File: src/rtl/decrement_range_streamer.sv
// +--------------------------------------------------------------------------+
// | decrement_range_streamer                                                 |
// | Streams start..end downward over valid/ready after one config handshake. |
// | Optional: DECREMENT_RANGE_STREAMER_ASSERT_EN enables sim-only checks.    |
// | Revision: 1.0                                                            |
// +--------------------------------------------------------------------------+
`default_nettype none

module decrement_range_streamer #(
  parameter int Bits = 8
) (
  input  logic            clk_i,
  input  logic            rst_i,
  input  logic            cfg_valid_i,
  output logic            cfg_ready_o,
  input  logic [Bits-1:0] start_val_i,
  input  logic [Bits-1:0] end_val_i,
  output logic            count_valid_o,
  input  logic            count_ready_i,
  output logic [Bits-1:0] count_o,
  output logic            last_o,
  output logic            busy_o,
  output logic            done_o,
  output logic            err_o
);

  typedef enum logic [1:0] {
    S_IDLE   = 2'd0,
    S_STREAM = 2'd1,
    S_DONE   = 2'd2
  } state_t;

  state_t          state_q;
  logic [Bits-1:0] end_q;
  logic [Bits-1:0] count_q;
  logic            cfg_ready_q;
  logic            count_valid_q;
  logic            last_q;
  logic            busy_q;
  logic            done_q;
  logic            err_q;
  logic [Bits-1:0] count_minus1;

  assign count_minus1 = count_q - 1'b1;

  always_ff @(posedge clk_i) begin
    if (rst_i) begin
      state_q       <= S_IDLE;
      end_q         <= '0;
      count_q       <= '0;
      cfg_ready_q   <= 1'b1;
      count_valid_q <= 1'b0;
      last_q        <= 1'b0;
      busy_q        <= 1'b0;
      done_q        <= 1'b0;
      err_q         <= 1'b0;
    end else begin
      done_q <= 1'b0;
      err_q  <= 1'b0;
      case (state_q)
        S_IDLE: begin
          if (cfg_valid_i && cfg_ready_q) begin
            if (start_val_i >= end_val_i) begin
              end_q         <= end_val_i;
              count_q       <= start_val_i;
              last_q        <= (start_val_i == end_val_i);
              count_valid_q <= 1'b1;
              busy_q        <= 1'b1;
              cfg_ready_q   <= 1'b0;
              state_q       <= S_STREAM;
            end else begin
              err_q <= 1'b1;
            end
          end
        end
        S_STREAM: begin
          if (count_ready_i) begin
            if (last_q) begin
              count_valid_q <= 1'b0;
              last_q        <= 1'b0;
              done_q        <= 1'b1;
              state_q       <= S_DONE;
            end else begin
              // last is precomputed so it is registered alongside the new count
              count_q <= count_minus1;
              last_q  <= (count_minus1 == end_q);
            end
          end
        end
        S_DONE: begin
          busy_q      <= 1'b0;
          cfg_ready_q <= 1'b1;
          state_q     <= S_IDLE;
        end
        default: begin
          state_q     <= S_IDLE;
          cfg_ready_q <= 1'b1;
        end
      endcase
    end
  end

  assign cfg_ready_o   = cfg_ready_q;
  assign count_valid_o = count_valid_q;
  assign count_o       = count_q;
  assign last_o        = last_q;
  assign busy_o        = busy_q;
  assign done_o        = done_q;
  assign err_o         = err_q;

`ifdef DECREMENT_RANGE_STREAMER_ASSERT_EN
  logic            chk_stall_q;
  logic            chk_valid_q;
  logic            chk_xfer_q;
  logic            chk_last_q;
  logic [Bits-1:0] chk_count_q;
  logic [Bits-1:0] chk_start_q;

  always_ff @(posedge clk_i) begin
    if (rst_i) begin
      chk_stall_q <= 1'b0;
      chk_valid_q <= 1'b0;
      chk_xfer_q  <= 1'b0;
      chk_last_q  <= 1'b0;
      chk_count_q <= '0;
      chk_start_q <= '0;
    end else begin
      chk_stall_q <= count_valid_o && !count_ready_i;
      chk_valid_q <= count_valid_o;
      chk_xfer_q  <= count_valid_o && count_ready_i;
      chk_last_q  <= last_o;
      chk_count_q <= count_o;
      if (cfg_valid_i && cfg_ready_o && (start_val_i >= end_val_i))
        chk_start_q <= start_val_i;
      if (chk_stall_q)
        assert (count_o == chk_count_q && last_o == chk_last_q)
          else $error("count_o/last_o changed during stall");
      if (chk_valid_q && !count_valid_o)
        assert (chk_xfer_q) else $error("count_valid_o dropped without transfer");
      if (count_valid_o)
        assert (count_o >= end_q && count_o <= chk_start_q)
          else $error("count_o outside configured range");
      if (cfg_valid_i && cfg_ready_o && (start_val_i < end_val_i))
        $warning("rejected config: start < end");
    end
  end
`endif

endmodule

`default_nettype wire
File: config.mk
export PLATFORM = sky130hd
export DESIGN_NAME = decrement_range_streamer
export DESIGN_NICKNAME = d
export VERILOG_FILES = /design/src/rtl/decrement_range_streamer.sv
export SDC_FILE = /design/constraint.sdc
export NUM_CORES = 1
export LEC_CHECK = 0
export BUFFER_PORTS_ARGS = -buffer_cell sky130_fd_sc_hd__buf_4
export CORE_AREA = 2 2 67 69
export DETAILED_ROUTE_END_ITERATION = 8
export DIE_AREA = 0 0 69 71
export GPL_ROUTABILITY_DRIVEN = 0
export PLACE_DENSITY = 0.69
export SYNTH_ARGS = -nofsm -noshare
export SYNTH_HDL_FRONTEND = slang
export SYNTH_SLANG_ARGS = --single-unit
File: constraint.sdc
create_clock -name clk_i -period 2.3 [get_ports clk_i]
set_input_delay 0.115 -clock clk_i [delete_from_list [all_inputs] [get_ports clk_i]]
set_output_delay 0.115 -clock clk_i [all_outputs]
set_load 0.03 [all_outputs]
Word-level counts from Yosys, hierarchy flattened
Cells that the tools add are included.

cells by class
  magnitude comparators = 1
  eq/ne operators = 9
  bitwise operators = 4
  add/subtract/negate cells = 1
  multiplexer cells = 26
  reduce and logical (&&, ||, !) cells = 13

operator list
  kind                 count
  $mux 8               4
  $eq 8x8->1           2
  $pmux 8 s2           1
  $mux 1               12
  $ne 2x2->1 const B   5
  $reduce_and 5->1     2
  $reduce_and 3->1     3
  $ge 8x8->1           1
  $mux 2               4
  $pmux 1 s2           4
  $reduce_and 4->1     2
  $sub 8x1->8 const B  1
  $reduce_or 3->1      2
  $not 1->1            4
  $pmux 2 s2           1
  $reduce_bool 2->1    2
  $eq 2x1->1 const B   1
  $eq 2x2->1 const B   1
  $logic_not 2->1      1
  $logic_and 1x1->1    1

storage, ports and cells
  logic and storage cells = 63
  flip-flop bits (word level) = 24
  bits of input ports = 20
  output and inout bits = 14

Logic depth before layout (Yosys ltp)
  word-level depth = 5
  gate-level depth with buffers = 9
  depth with buffers taken out = 7

Least setup slack after synthesis
No wires, ideal clock.

  kind = flip-flop to flip-flop
  from = reg cfg_ready_q, in the netlist cfg_ready_o
  to = reg count_q[5], in the netlist count_o[5]
  data arrival time = 1.964 ns
  buffers on the path = 2
  required time = 2.212 ns
  path slack = 0.247 ns
  period minus slack after synthesis = 2.053 ns
  library setup time = 0.088 ns
  cell stages (with the launch flop) = 8
  cells stage by stage = dfxtp_1 -> nand2_1 -> or3_1 -> or3_1 -> buf_6 -> and3_4 -> buf_6 -> o32ai_2

on the way
  word-level cells in the longest chain between the ends = 3

RTL lines
  what                               RTL line  text
  start, declared                    36        logic cfg_ready_q;
  start signal, assigned             51        cfg_ready_q <= 1'b1;
  start signal, assigned             69        cfg_ready_q <= 1'b0;
  start signal, assigned             92        cfg_ready_q <= 1'b1;
  $logic_and 1x1->1                  62        if (cfg_valid_i && cfg_ready_q) begin
  $ne 2x2->1 (no source line)        -
  $reduce_and 5->1 (no source line)  -
  end signal, assigned               65        count_q <= start_val_i;
  end signal, assigned               85        count_q <= count_minus1;
  end, declared                      35        logic [Bits-1:0] count_q;

No other way between the ends.
A chain may end at the register's enable or synchronous reset.

Worst setup path after layout
  from = reg count_q[2], in the netlist count_o[2]
  to = reg last_q, in the netlist last_o

on the way
  word-level cells in the longest chain between the ends = 5

RTL lines
  what                  RTL line  text
  $sub 8x1->8           44        assign count_minus1 = count_q - 1'b1;
  $eq 8x8->1            86        last_q <= (count_minus1 == end_q);
  $mux 1                78        if (last_q) begin
  $mux 1                77        if (count_ready_i) begin
  $pmux 1 s2            60        case (state_q)
  end signal, assigned  66        last_q <= (start_val_i == end_val_i);
  end signal, assigned  86
  end, declared         38        logic last_q;

No other way between the ends. The select of a mux whose other input is x is not followed.

==> flow_summary.json <==
{
  "final_cells": 277,
  "synth_seq_cells": 24,
  "drt_iter0_markers": 79,
  "clkTransAtPathRegs_ns": 0.09,
  "antenna_found_initial": 0,
  "seq_area_um2": 480,
  "htreeDepth": 1,
  "switching_share_pct": 35.5,
  "hold_buffers": 0,
  "start_util_pct": 37.9,
  "cts_sinks": 24,
  "ys.flop_type": "dfxtp_1",
  "dpl_cell_area_mm2": 0.00191,
  "final_nets": 255,
  "io_buffers": 33,
  "finClkSkew_ns": 0.00347,
  "worst_ep_required_time_ns": 2.47,
  "fin_util_pct": 46.6,
  "dieWidth_um": 69,
  "synth_common_cells": "dfxtp_1, a21oi_1, nand3_1",
  "p_switching_mw": 0.441,
  "area_growth_pct": 23.0,
  "fmax_mhz": 510,
  "row_count": 24,
  "power_mw": 1.24,
  "status": "complete, no violations",
  "num-fill-cells": 458,
  "syn_inst": 192,
  "place_hpwl_mm": 3.17,
  "diodes": 0,
  "netlist.area_leader.share_pct": 30.1,
  "fp.dieH_um": 71,
  "grt_max_degree": 33,
  "fin_crit_ns": 1.96,
  "cts_resized": 0,
  "drive_above_1_share_pct": 24.4,
  "grt_overflow_total": 0,
  "final_hold_viol_count": 0,
  "p_leak_nw": 0.789,
  "synth.net_count": 221,
  "peakVddDrop_v": 0.000260,
  "wl_per_cell_um": 15.0,
  "synth_warnings": 0,
  "fin_area_mm2": 0.00196,
  "grt_usage_pct": 17.2,
  "setup-violations-final": 0,
  "rsz0062_at_grt": "false",
  "route.detailed.drc": 0,
  "vias_per_cell": 5.61,
  "worst_pin_slew_ns": 0.599,
  "fin_crit_sh_pct": 85.2,
  "async_flop_share_pct": 0,
  "dp_slack_ns": 0.198,
  "first_global_vias": 1410,
  "cts_tree": "done",
  "num_vias": 1555,
  "post_cts_buffers": 0,
  "fin_ws_ns": 0.341,
  "dpl.cell_count": 273,
  "ys_types": 43,
  "p_int_mw": 0.801,
  "setup_tns_ns": 0,
  "yosysMostFrequentCell": "dfxtp_1",
  "io_pins": 34,
  "yosysSeqAreaShare_pct": 30.1,
  "syn_area_per_cell_um2": 8.30,
  "cp-start-kind": "register",
  "root_buffer": "clkbuf_8",
  "maxCapViolations": 0,
  "cts_buffer_depth": 2,
  "syn_area_mm2": 0.00159,
  "cp_max_fo": 10,
  "crit_arrival_ns": 2.13,
  "p_comb_share_pct": 36.5,
  "slew_viol_final": 0,
  "die_area_mm2": 0.00490,
  "ant_nets": 0,
  "p_per_area_mw_per_mm2": 633,
  "multiInputGateArea_mm2": 0.00101,
  "power_frac_clock_pct": 24.3,
  "crit_type": "reg -> reg",
  "clk_latency_ns": 0.28,
  "synth_edf_count": 0,
  "routed_wirelength_mm": 4.15,
  "synthTopCellsByArea": "dfxtp_1, ha_1, o32ai_2",
  "end_kind": "register",
  "hold_class": "in -> reg",
  "core_area_mm2": 0.00420,
  "seqPwrFrac_pct": 39.2,
  "grt_first_pass_wirelength_mm": 6.75,
  "fin_hold_ws_ns": 0.0941,
  "yosysTopAreaCell": "dfxtp_1",
  "dr.pass1.iters": 4,
  "numCtsBuffers": 3,
  "relSlewSlack_pct": 59.0
}
-- power by group through the flow --
stage                     sequential (mW)  combinational [mW]  clock (mW)
after global placement              0.496               0.446           0
after detailed placement            0.497               0.451           0
after floorplan                     0.526               0.283           0
after global routing                0.493               0.496       0.321
final                               0.487               0.453       0.301
after CTS                           0.487               0.453       0.303
-- worst max-delay path, stage by stage (launching register included) --
cell     delay (ns)
dfxtp_1        0.41
or4_4          0.56
or3_1          0.39
xnor2_1        0.16
a41oi_1        0.22
mux2i_1        0.10
-- final cells by class --
| type | instances | share of cell area (%) |
|---|---|---|
| Multi-Input combinational cell | 146 | 51.8 |
| Sequential cell | 24 | 24.5 |
| Clock buffer | 4 | 2.81 |
| Timing Repair Buffer | 41 | 15.7 |
| Tap cell | 52 | 3.32 |
| Inverter | 10 | 1.91 |
-- layer usage --
metal,wire length (um),track usage (%),vias up
li1,-,-,775
met1,1970,22.7,735
met2,1910,28.0,42
met3,214,1.85,3
met4,44,8.71,0
met5,0,0,-
-- flip-flops by register name, summed over array words and instances (netlist names) --
| name | flops |
|---|---|
| count_o | 8 |
| end_q | 8 |
| state_q | 2 |
| busy_o | 1 |
| cfg_ready_o | 1 |
| count_valid_o | 1 |
| done_o | 1 |
| err_o | 1 |
| last_o | 1 |
-- cells in the final DEF (no fill, tap or decap), types with 2 or more instances in the layout --
cell type	n
o21bai_1	3
or3_1	5
clkbuf_8	4
nor3b_1	2
a21oi_1	18
nor3_1	9
inv_1	10
xnor2_1	9
buf_4	41
nor2_1	10
nand3_1	16
nand2_1	7
a22oi_1	3
o21ai_0	5
ha_1	9
a31oi_1	6
nor4_1	2
a41oi_1	2
a32oi_1	3
dfxtp_1	24
o32ai_2	6
nand4_1	3
nand2b_1	10
-- logic make-up after synthesis --
| kind of cell | share of synthesized area, % |
|---|---|
| AOI/OAI and AO/OA | 24.1 |
| xor gates and xnor gates | 5.49 |
| adders and majority gates | 7.06 |
| buffers and inverters | 6.20 |
| DFF | 30.1 |
| muxes | 0.628 |
| and+or+nand+nor | 26.4 |
-- path summary, 6_finish.rpt --
path | slack [ns] | endpoint | cells after the start | start
max | 0.34 | last_o | 5 | count_o[2]
min | 0.09 | end_q[4] | 3 | end_val_i[4]
max reg2reg | 0.34 | last_o | 5 | count_o[2]
min reg2reg | 0.50 | end_q[7] | 2 | end_q[7]
(Power assumes the default switching activity.)
